### src/rtl/uart_pkg.sv
// Shared UART definitions.
// Holds the default payload width and RX FIFO depth used by the UART RX path,
// plus the byte type carried between the RX datapath and its consumers.
// No ports (package only).
package uart_pkg;

  localparam int unsigned UART_DATA_W        = 8;
  localparam int unsigned UART_RX_FIFO_DEPTH = 16;

  typedef logic [7:0] uart_byte_t;

endpackage

### src/rtl/uart_rx_fifo_mem.sv
// Storage array for the UART RX FIFO.
// DEPTH x DATA_W registers with one synchronous write port and one
// asynchronous read port; contents are not reset.
// Ports:
//   clk    in   clock
//   we     in   write enable
//   waddr  in   write address
//   wdata  in   write data
//   raddr  in   read address (combinational read)
//   rdata  out  mem[raddr]
module uart_rx_fifo_mem
  import uart_pkg::*;
#(
  parameter int unsigned DATA_W = UART_DATA_W,
  parameter int unsigned DEPTH  = UART_RX_FIFO_DEPTH,
  parameter int unsigned AW     = $clog2(DEPTH)
) (
  input  logic              clk,
  input  logic              we,
  input  logic [AW-1:0]     waddr,
  input  logic [DATA_W-1:0] wdata,
  input  logic [AW-1:0]     raddr,
  output logic [DATA_W-1:0] rdata
);

  logic [DATA_W-1:0] mem_q [DEPTH];

  always_ff @(posedge clk) begin
    if (we) mem_q[waddr] <= wdata;
  end

  assign rdata = mem_q[raddr];

endmodule

### src/rtl/uart_rx_fifo.sv
// Receive-side elastic buffer behind the UART RX datapath.
// Each rx_valid cycle stores rx_data; bytes leave on a first-word
// fall-through valid/ready stream with registered status flags.
// Ports:
//   clk, rst           clock, synchronous active-high reset
//   rx_valid, rx_data  one frame per cycle with rx_valid=1
//   m_valid, m_data    head entry (registered), m_ready accepts it
//   count              occupancy 0..DEPTH
//   empty, full        occupancy flags
//   almost_full        count >= AFULL_TH
//   overflow           sticky drop flag, cleared by ovf_clr (set wins)
//   ovf_cnt            saturating drop counter, present only when
//                      UART_RX_FIFO_OVF_CNT_EN is defined
module uart_rx_fifo
  import uart_pkg::*;
#(
  parameter int unsigned DATA_W   = UART_DATA_W,
  parameter int unsigned DEPTH    = UART_RX_FIFO_DEPTH,
  parameter int unsigned AFULL_TH = 12
) (
  input  logic                   clk,
  input  logic                   rst,
  input  logic                   rx_valid,
  input  logic [DATA_W-1:0]      rx_data,
  output logic                   m_valid,
  output logic [DATA_W-1:0]      m_data,
  input  logic                   m_ready,
  output logic [$clog2(DEPTH):0] count,
  output logic                   empty,
  output logic                   full,
  output logic                   almost_full,
  output logic                   overflow,
  input  logic                   ovf_clr
`ifdef UART_RX_FIFO_OVF_CNT_EN
  ,
  output logic [7:0]             ovf_cnt
`endif
);

  localparam int unsigned AW = $clog2(DEPTH);
  localparam int unsigned PW = AW + 1;
  localparam logic [PW-1:0] AFULL_LV = PW'(AFULL_TH);

  logic [PW-1:0]     wr_ptr_q, wr_ptr_d;
  logic [PW-1:0]     rd_ptr_q, rd_ptr_d;
  logic [PW-1:0]     count_q, count_d;
  logic              m_valid_q, m_valid_d;
  logic [DATA_W-1:0] m_data_q, m_data_d;
  logic              empty_q, empty_d;
  logic              full_q, full_d;
  logic              afull_q, afull_d;
  logic              ovf_q, ovf_d;
  logic              pop, push, drop, bypass;
  logic [DATA_W-1:0] mem_rdata;

  uart_rx_fifo_mem #(
    .DATA_W (DATA_W),
    .DEPTH  (DEPTH),
    .AW     (AW)
  ) u_mem (
    .clk   (clk),
    .we    (push),
    .waddr (wr_ptr_q[AW-1:0]),
    .wdata (rx_data),
    .raddr (rd_ptr_d[AW-1:0]),
    .rdata (mem_rdata)
  );

  always_comb begin
    pop      = m_valid_q && m_ready;
    push     = rx_valid && (!full_q || pop);
    drop     = rx_valid && full_q && !pop;
    wr_ptr_d = wr_ptr_q + PW'(push);
    rd_ptr_d = rd_ptr_q + PW'(pop);
    count_d  = count_q;
    if (push && !pop) count_d = count_q + 1'b1;
    else if (pop && !push) count_d = count_q - 1'b1;
    empty_d   = (wr_ptr_d == rd_ptr_d);
    full_d    = (wr_ptr_d[AW-1:0] == rd_ptr_d[AW-1:0]) && (wr_ptr_d[AW] != rd_ptr_d[AW]);
    afull_d   = (count_d >= AFULL_LV);
    m_valid_d = (count_d != '0);
    // The new head is the byte being written this edge when the FIFO is
    // (or becomes, after the pop) empty; it is not in the array yet.
    bypass   = push && (rd_ptr_d == wr_ptr_q);
    m_data_d = m_data_q;
    if (count_d != '0) m_data_d = bypass ? rx_data : mem_rdata;
    ovf_d = ovf_q;
    if (drop) ovf_d = 1'b1;
    else if (ovf_clr) ovf_d = 1'b0;
  end

  always_ff @(posedge clk) begin
    if (rst) begin
      wr_ptr_q  <= '0;
      rd_ptr_q  <= '0;
      count_q   <= '0;
      m_valid_q <= 1'b0;
      m_data_q  <= '0;
      empty_q   <= 1'b1;
      full_q    <= 1'b0;
      afull_q   <= 1'b0;
      ovf_q     <= 1'b0;
    end else begin
      wr_ptr_q  <= wr_ptr_d;
      rd_ptr_q  <= rd_ptr_d;
      count_q   <= count_d;
      m_valid_q <= m_valid_d;
      m_data_q  <= m_data_d;
      empty_q   <= empty_d;
      full_q    <= full_d;
      afull_q   <= afull_d;
      ovf_q     <= ovf_d;
    end
  end

  assign m_valid     = m_valid_q;
  assign m_data      = m_data_q;
  assign count       = count_q;
  assign empty       = empty_q;
  assign full        = full_q;
  assign almost_full = afull_q;
  assign overflow    = ovf_q;

`ifdef UART_RX_FIFO_OVF_CNT_EN
  logic [7:0] ovf_cnt_q, ovf_cnt_d;

  always_comb begin
    ovf_cnt_d = ovf_cnt_q;
    if (drop && ovf_clr) ovf_cnt_d = 8'd1;
    else if (ovf_clr) ovf_cnt_d = '0;
    else if (drop && (ovf_cnt_q != '1)) ovf_cnt_d = ovf_cnt_q + 8'd1;
  end

  always_ff @(posedge clk) begin
    if (rst) ovf_cnt_q <= '0;
    else     ovf_cnt_q <= ovf_cnt_d;
  end

  assign ovf_cnt = ovf_cnt_q;
`endif

endmodule

### config.mk
export PLATFORM = sky130hd
export DESIGN_NAME = uart_rx_fifo
export DESIGN_NICKNAME = d
export VERILOG_FILES = /design/src/rtl/uart_pkg.sv /design/src/rtl/uart_rx_fifo_mem.sv /design/src/rtl/uart_rx_fifo.sv
export SDC_FILE = /design/constraint.sdc
export NUM_CORES = 1
export LEC_CHECK = 0
export BUFFER_PORTS_ARGS = -buffer_cell sky130_fd_sc_hd__buf_2
export CAP_MARGIN = 0
export CELL_PAD_IN_SITES_DETAIL_PLACEMENT = 1
export CELL_PAD_IN_SITES_GLOBAL_PLACEMENT = 1
export CORE_UTILIZATION = 46
export CTS_BUF_LIST = sky130_fd_sc_hd__clkbuf_16
export DETAILED_ROUTE_END_ITERATION = 12
export GPL_TIMING_DRIVEN = 0
export PLACE_DENSITY_LB_ADDON = 0.1
export SKIP_LAST_GASP = 1
export SYNTH_ARGS = -nofsm -noshare
export SYNTH_HDL_FRONTEND = slang
export SYNTH_SLANG_ARGS = --single-unit
### constraint.sdc
create_clock -name clk -period 2.75 [get_ports clk]
set_input_delay 0.4125 -clock clk [delete_from_list [all_inputs] [get_ports clk]]
set_output_delay 0.4125 -clock clk [all_outputs]
set_load 0.03 [all_outputs]
==> out/qor.txt, run 1 <==
==========================================================================================
Nets ........................................................................          502
Share of synthesized cell area in full adder, half adder and majority cells .       0.964%
Count of yosys warnings during synthesis ....................................            0
Area share of the largest cell type after synthesis .........................        59.2%
Placer Congestion ...........................................................        0.830
Max-slew violations .........................................................            0
PD cells ....................................................................   769 nW/µm²
Area grow syn2layout ........................................................        17.8%
Sort of element at the start of the critical path ...........................    flip-flop
Power dissipated by switching net loads .....................................    0.00146 W
IO Count ....................................................................           31
Number of design rule violations left after detail routing ..................            0
Cells traversed along the worst timing path ................................. and3_2 -> nand3_1 -> xor2_2 -> buf_6 -> buf_8 -> mux2i_2 -> o22ai_1 -> or4_1 -> a311oi_1
CTS clock-pin slew for the worst setup and hold paths .......................        60 ps
Cell variety after synth ....................................................           42
Number of nets produced by synthesis ........................................          447
Leakage power ...............................................................      2.81 nW
CTS sink cnt ................................................................          156
Most instantiated library cell after synthesis .............................. sky130_fd_sc_hd__edfxtp_1
Row count ...................................................................           43
Maximum number of pins on one net before global-route repair ................           18
Sort of element at the end of the critical path .............................    flip-flop
Min-delay worst type ........................................................       in2reg
Critical Setup Path Class ...................................................      reg2reg
Number of instances in the synthesized netlist ..............................          429
Critical path fanouts, max ..................................................           10
Dpl cell area ...............................................................     6860 µm²
Internal power contribution .................................................    0.00442 W
Total negative slack ........................................................         0 ps
Upper clock frequency limit .................................................      367 MHz
Max-cap viol count ..........................................................            0
Number of antenna violations at the first check in global routing ...........            0
Library cell with the largest summed area after synthesis ................... sky130_fd_sc_hd__edfxtp_1
Multi-input gate area in the final layout ...................................     2040 µm²
Pin slew with the least headroom to its limit ...............................      1210 ps
FF/Latch Area ...............................................................     4410 µm²
Residual antenna-violating net count after detailed routing .................            0
Fill count ..................................................................         1318
Number of port buffers ......................................................           29
Proportion of synthesized area in mux cells .................................        14.2%
Drt first-iter violations ...................................................          203
Synth Area in Compound Gates ................................................        3.78%
Global-route wire length before repair ......................................      22.1 mm
Switching Share .............................................................        24.8%
RSZ-0062 raised after global routing ........................................         true
Number of flops mapped to enable cells by yosys .............................          128
Total length of routed wires ................................................      14.5 mm
Worst Path Required .........................................................      3080 ps
Setup Skew ..................................................................      7.62 ps
Die extent in x .............................................................       121 µm
Remaining max-slew budget at the tightest pin ...............................        18.7%
Total buffers and inverters traversed by the critical path ..................            2
Most used flip-flop cell after synthesis .................................... sky130_fd_sc_hd__edfxtp_1
Main combinational cell family by area after synthesis ...................... multiplexers
Grt ovf .....................................................................            0
Vias in the first global route ..............................................         3843
Worst EP arrival ............................................................      3050 ps
Power after layout ..........................................................    0.00588 W
Fraction of final layout cells with drive strength greater than 1 ...........        21.4%
Routed wire per std cell ....................................................      21.4 µm
Mean instance size in the synthesized netlist ...............................     15.1 µm²
Routed via count ............................................................         3687
H-tree Lvls .................................................................            4
Cell area after technology mapping ..........................................     6490 µm²
CTS max path bufs ...........................................................            2
Area of the core ............................................................    13800 µm²
Most area-consuming cells after synthesis ................................... sky130_fd_sc_hd__edfxtp_1 59%, sky130_fd_sc_hd__mux2i_1 11%, sky130_fd_sc_hd__dfxtp_1 8.6%
Y dimension of the die ......................................................       121 µm
Period utilization ..........................................................        99.2%
Number of setup violations in the final report ..............................            0
Initial core utilization ....................................................        46.9%
Number of diodes ............................................................            0
Maximum vdd ir drop .........................................................     0.536 mV
Share of power burned in the clock network ..................................        39.1%
HPWL reported at the end of detailed placement ..............................      9.59 mm
Top Family by Delay on Critical Path ........................................ simple AND/OR/NAND/NOR gates
Vias per cell ...............................................................         5.45
CTS tree ....................................................................          yes
Ranking of synthesized cells by instance count .............................. 128 x sky130_fd_sc_hd__edfxtp_1, 72 x sky130_fd_sc_hd__mux2i_1, 51 x sky130_fd_sc_hd__nor2_1
Post-synthesis simple-gate area fraction ....................................        7.79%
Clock latency of the later-clocked register in the worst-skew pair ..........       420 ps
Fraction of synthesized cell area in xor and xnor cells .....................        3.20%
Count of non-filler cells in the finished layout ............................          676
Flop pwr share ..............................................................        45.8%
TritonCTS buffer count ......................................................           17
Sequential element share of the synthesized area ............................        67.9%
Slowest stage cell, crit path ............................................... sky130_fd_sc_hd__or4_1
Peak per-stage delay on the critical path ...................................       450 ps
Clock Root Buffer ........................................................... sky130_fd_sc_hd__clkbuf_16
Final hold vios .............................................................            0
Time the worst path needs with I/O delays and setup .........................      2730 ps
Combinational share of power ................................................        15.1%
Cts hold-fix bufs ...........................................................            0
Combined global-route utilization of all metal layers .......................        21.4%
Async S/R FF share, synth ...................................................           0%
Outcome .....................................................................    completed
Area enclosed by the die boundary ...........................................    14600 µm²
Placed cell count ...........................................................          638
Total iterations of the first detailed-routing run ..........................            4
Synthesized flop and latch total ............................................          156
Summed area of non-filler cells in the final layout .........................     7640 µm²
==========================================================================================
-- stage by stage --
| stage | hold slack [ps] | util [%] | worst slack (ps) |
|---|---|---|---|
| floorplan | 511 | - | 51.8 |
| global placement | 464 | 49.6 | -588 |
| detailed placement | 498 | 49.6 | -617 |
| CTS | 286 | 54.4 | -8.65 |
| global route | 315 | 55.3 | -115 |
| finish | 300 | 55.3 | 22.9 |
-- repair_timing --
item | in CTS | in global routing
setup buffers | 0 | 7
pin swaps | 0 | 4
endpoints found under the hold margin | 0 | 0
gates cloned | 0 | 0
endpoints found under the setup margin | 26 | 26
gates resized for setup | 19 | 16
-- cells in the final DEF (no fill, tap or decap), types with 8 or more instances in the layout --
master / n
sky130_fd_sc_hd__clkbuf_16: 17
sky130_fd_sc_hd__buf_4: 9
sky130_fd_sc_hd__buf_2: 31
sky130_fd_sc_hd__a211oi_1: 10
sky130_fd_sc_hd__mux2i_1: 69
sky130_fd_sc_hd__or4_1: 8
sky130_fd_sc_hd__dfxtp_1: 27
sky130_fd_sc_hd__xnor2_1: 9
sky130_fd_sc_hd__edfxtp_1: 128
sky130_fd_sc_hd__nand2_1: 11
sky130_fd_sc_hd__nor2_1: 51
-- state kept, by name, summed over array words and instances (netlist names) --
register,flops
rd_ptr_q,5
full,1
wr_ptr_q,5
overflow,1
empty,1
almost_full,1
m_data,8
u_mem.mem_q,128
m_valid,1
count,5
-- worst register-to-register path: cells and delay by family, from the launching register on --
| family | cells | cell delay (ps) |
|---|---|---|
| AOI/OAI and AO/OA | 2 | 460 |
| and+or+nand+nor | 3 | 840 |
| DFF | 1 | 400 |
| xor gates and xnor gates | 1 | 280 |
| muxes | 1 | 280 |
| buffers and inverters | 2 | 370 |
-- kinds of logic after synthesis --
family          after synthesis
compound gates               33
xor+xnor                     20
fa+ha+maj                     5
buf+inv                      25
flops                       156
mux                          85
simple gates                105
-- final cells by class --
| cell class | instances | area share (%) |
|---|---|---|
| well taps | 180 | 2.95 |
| multi-input cells | 248 | 26.7 |
| plain buffers | 21 | 2.18 |
| clock inverters | 14 | 2.01 |
| flip-flops and latches | 156 | 57.6 |
| repair buffers | 36 | 2.75 |
| clock buffers | 17 | 5.57 |
| inverters | 4 | 0.196 |
-- power groups by stage --
stage | combinational (W) | sequential [W] | clock, W
finish | 0.000889 | 0.00269 | 0.00230
global route | 0.000965 | 0.00270 | 0.00242
global placement | 0.000821 | 0.00274 | 0
floorplan | 0.000493 | 0.00284 | 0
CTS | 0.000853 | 0.00269 | 0.00234
detailed placement | 0.000834 | 0.00274 | 0
-- final timing paths --
kind                     to  slack [ps]  depth (start not counted)        start
setup / recovery  m_data[2]          20                          9  rd_ptr_q[0]
hold / removal     overflow         300                          4      ovf_clr
hold reg to reg   m_data[0]         500                          2    m_data[0]
setup reg to reg  m_data[2]          20                          9  rd_ptr_q[0]
-- routing by layer --
layer  GRT usage, %  wire, µm  vias up
li1               -         -     1733
met1           28.7      6700     1832
met2           33.2      6800       97
met3           6.18       652       25
met4           7.72       325        0
met5              0         0        -
Power figures use the tool's default switching activity.
==> run 2, diff against run 1 <==
--- a/config.mk
+++ b/config.mk
@@ -9,7 +9,7 @@
 export CAP_MARGIN = 0
 export CELL_PAD_IN_SITES_DETAIL_PLACEMENT = 1
 export CELL_PAD_IN_SITES_GLOBAL_PLACEMENT = 1
-export CORE_UTILIZATION = 46
+export CORE_UTILIZATION = 25
 export CTS_BUF_LIST = sky130_fd_sc_hd__clkbuf_16
 export DETAILED_ROUTE_END_ITERATION = 12
 export GPL_TIMING_DRIVEN = 0
==> run 2 against run 1 <==
  * Sequential share of layout area shrank 2.0 points
  * Combinational power increased by 3.6%
  * Clock power about the same
  * Highest routed layer unchanged
  * Utilization down 24 points
  * Critical path depth unchanged
==> out/qor.txt, run 2 (synthesized netlist as in run 1, its figures left out) <==
=================================================================================
Total iterations of the first detailed-routing run .................            4   unchanged
Area enclosed by the die boundary ..................................    26600 µm²   was 14600 µm²
Min-delay worst type ...............................................       in2reg   unchanged
Time the worst path needs with I/O delays and setup ................      2640 ps   was 2730 ps
Global route hottest layer .........................................         met2   unchanged
Sort of element at the start of the critical path ..................    flip-flop   unchanged
Leakage power ......................................................      2.80 nW   was 2.81 nW
Number of design rule violations left after detail routing .........            0   unchanged
Period utilization .................................................        96.2%   was 99.2%
Setup slack of the critical path after layout ......................       105 ps   was 22.9 ps
Combined global-route utilization of all metal layers ..............        13.2%   was 21.4%
CTS max path bufs ..................................................            2   unchanged
Hold-critical path depth ...........................................            2   was 4
Area of the core ...................................................    25300 µm²   was 13800 µm²
Max-slew violations ................................................            0   unchanged
Routed via count ...................................................         3672   was 3687
CTS clock-pin slew for the worst setup and hold paths ..............        60 ps   about the same
RSZ-0062 raised after global routing ...............................         true   unchanged
Critical path fanouts, max .........................................           10   unchanged
Maximum number of pins on one net before global-route repair .......           18   unchanged
Maximum vdd ir drop ................................................     0.303 mV   was 0.536 mV
Pin slew with the least headroom to its limit ......................       891 ps   was 1210 ps
H-tree Lvls ........................................................            4   unchanged
Number of port buffers .............................................           29   unchanged
Global-route track usage on met3 ...................................        3.15%   was 6.18%
Fraction of final layout cells with drive strength greater than 1 ..        23.8%   was 21.4%
Met1 Resource Use GR ...............................................        18.3%   was 28.7%
Placer Congestion ..................................................        0.708   was 0.830
Clock latency of the later-clocked register in the worst-skew pair .       420 ps   about the same
Power after layout .................................................    0.00594 W   was 0.00588 W
Die extent in x ....................................................       163 µm   was 121 µm
Total negative slack ...............................................         0 ps   unchanged
Area grow syn2layout ...............................................        21.9%   was 17.8%
PD cells ...........................................................   751 nW/µm²   was 769 nW/µm²
Vias per cell ......................................................         4.45   was 5.45
Global-route met2 utilization ......................................        20.2%   was 33.2%
Y dimension of the die .............................................       163 µm   was 121 µm
Outcome ............................................................    completed   unchanged
Worst EP arrival ...................................................      2980 ps   was 3050 ps
Clock Root Buffer .................................................. sky130_fd_sc_hd__clkbuf_16   unchanged
Nets ...............................................................          500   was 502
Row count ..........................................................           58   was 43
Final hold vios ....................................................            0   unchanged
Vias in the first global route .....................................         3911   was 3843
CTS sink cnt .......................................................          156   unchanged
Most common cell after layout, fill and taps aside ................. sky130_fd_sc_hd__edfxtp_1   unchanged
Max-cap viol count .................................................            0   unchanged
Remaining max-slew budget at the tightest pin ......................        40.4%   was 18.7%
Sort of element at the end of the critical path ....................    flip-flop   unchanged
Number of flip-flops in the largest register .......................          128   unchanged
Utilization of the core after routing ..............................        31.2%   was 55.3%
Routed wire per std cell ...........................................      20.1 µm   was 21.4 µm
Number of setup violations in the final report .....................            0   unchanged
IO Count ...........................................................           31   unchanged
Fill count .........................................................         2654   was 1318
Total length of routed wires .......................................      16.6 mm   was 14.5 mm
Pre-CTS setup slack ................................................      -742 ps   was -617 ps
Commonest cells after routing, fill and taps aside ................. 128 x sky130_fd_sc_hd__edfxtp_1, 61 x sky130_fd_sc_hd__mux2i_1, 51 x sky130_fd_sc_hd__nor2_1   was 128 x sky130_fd_sc_hd__edfxtp_1, 69 x sky130_fd_sc_hd__mux2i_1, 51 x sky130_fd_sc_hd__nor2_1
Grt ovf ............................................................            0   unchanged
Number of antenna violations at the first check in global routing ..            0   unchanged
Critical Setup Path Class ..........................................      reg2reg   unchanged
Setup Skew .........................................................      12.1 ps   was 7.62 ps
Drt first-iter violations ..........................................          193   was 203
Initial core utilization ...........................................        25.6%   was 46.9%
HPWL reported at the end of detailed placement .....................      11.2 mm   was 9.59 mm
TritonCTS buffer count .............................................           17   unchanged
Global-route wire length before repair .............................      25.0 mm   was 22.1 mm
Number of diodes ...................................................            0   unchanged
Residual antenna-violating net count after detailed routing ........            0   unchanged
Worst Path Required ................................................      3080 ps   about the same
Biggest register ...................................................  u_mem.mem_q   unchanged
Number of cells on the worst reg-to-reg path .......................            9   unchanged
CTS tree ...........................................................          yes   unchanged
Upper clock frequency limit ........................................      378 MHz   was 367 MHz
=================================================================================
[run 2: cell types whose count changed in the layout (fill, tap and decap cells not counted), sizes merged]
cell	change
bufinv	-1
clkbuf	-2
clkinv	-1
clkinvlp	-2
inv	+5
[run 2: repair_timing]
action	in CTS	in global routing
setup buffers	3	3
pin swaps	2	3
endpoints found under the setup margin	26	18
resized for setup	24	29
hold buffers	0	0
cloned	0	0
[run 2: path summary, 6_finish.rpt]
kind,startpoint,slack (ps),to
max,rd_ptr_q[0],110,m_data[0]
min reg2reg,m_data[4],510,m_data[4]
max reg2reg,rd_ptr_q[0],110,m_data[0]
min,rx_valid,280,count[1]
[run 2: metal layers]
metal	up-vias	part of all wire (%)	routed length, µm
li1	1728	-	-
met4	0	1.3	223
met5	-	0	0
met3	14	2.5	413
met2	47	46	7640
met1	1883	50	8300
[run 2: report_power, final]
group	switching [W]	internal (W)	leakage (nW)
sequential	0.0000611	0.00264	1.39
combinational	0.000542	0.000378	1.12
clock	0.000984	0.00134	0.286
total	0.00159	0.00435	2.80
[run 2: critical path: stages (launching register included)]
cell and delay [ps]:
sky130_fd_sc_hd__dfxtp_2 400, sky130_fd_sc_hd__and3_2 250, sky130_fd_sc_hd__nand3_1 130, sky130_fd_sc_hd__xor2_2 250, sky130_fd_sc_hd__buf_4 170, sky130_fd_sc_hd__buf_8 180
sky130_fd_sc_hd__mux2i_1 290, sky130_fd_sc_hd__o22ai_2 150, sky130_fd_sc_hd__or4_1 460, sky130_fd_sc_hd__a311oi_1 270
[run 2: metrics by stage]
stage                     hold WS [ps]  std cells  instance area (µm²)
after floorplan                    511        429                 6490
after global placement             463        788                 7050
after detailed placement           515        788                 7060
after CTS                          259        823                 7750
after global routing               282        825                 7910
final                              277        825                 7910
[run 2: area by class of cell]
class                      count  area, µm²  area share (%)
multi-input combinational    248       2130            26.9
timing repair buffer          35        203            2.56
clock buffer                  17        425            5.38
tap                          330        413            5.22
clock inverter                15        148            1.87
sequential                   156       4410            55.7
buffer                        20        173            2.18
inverter                       4       15.0           0.190
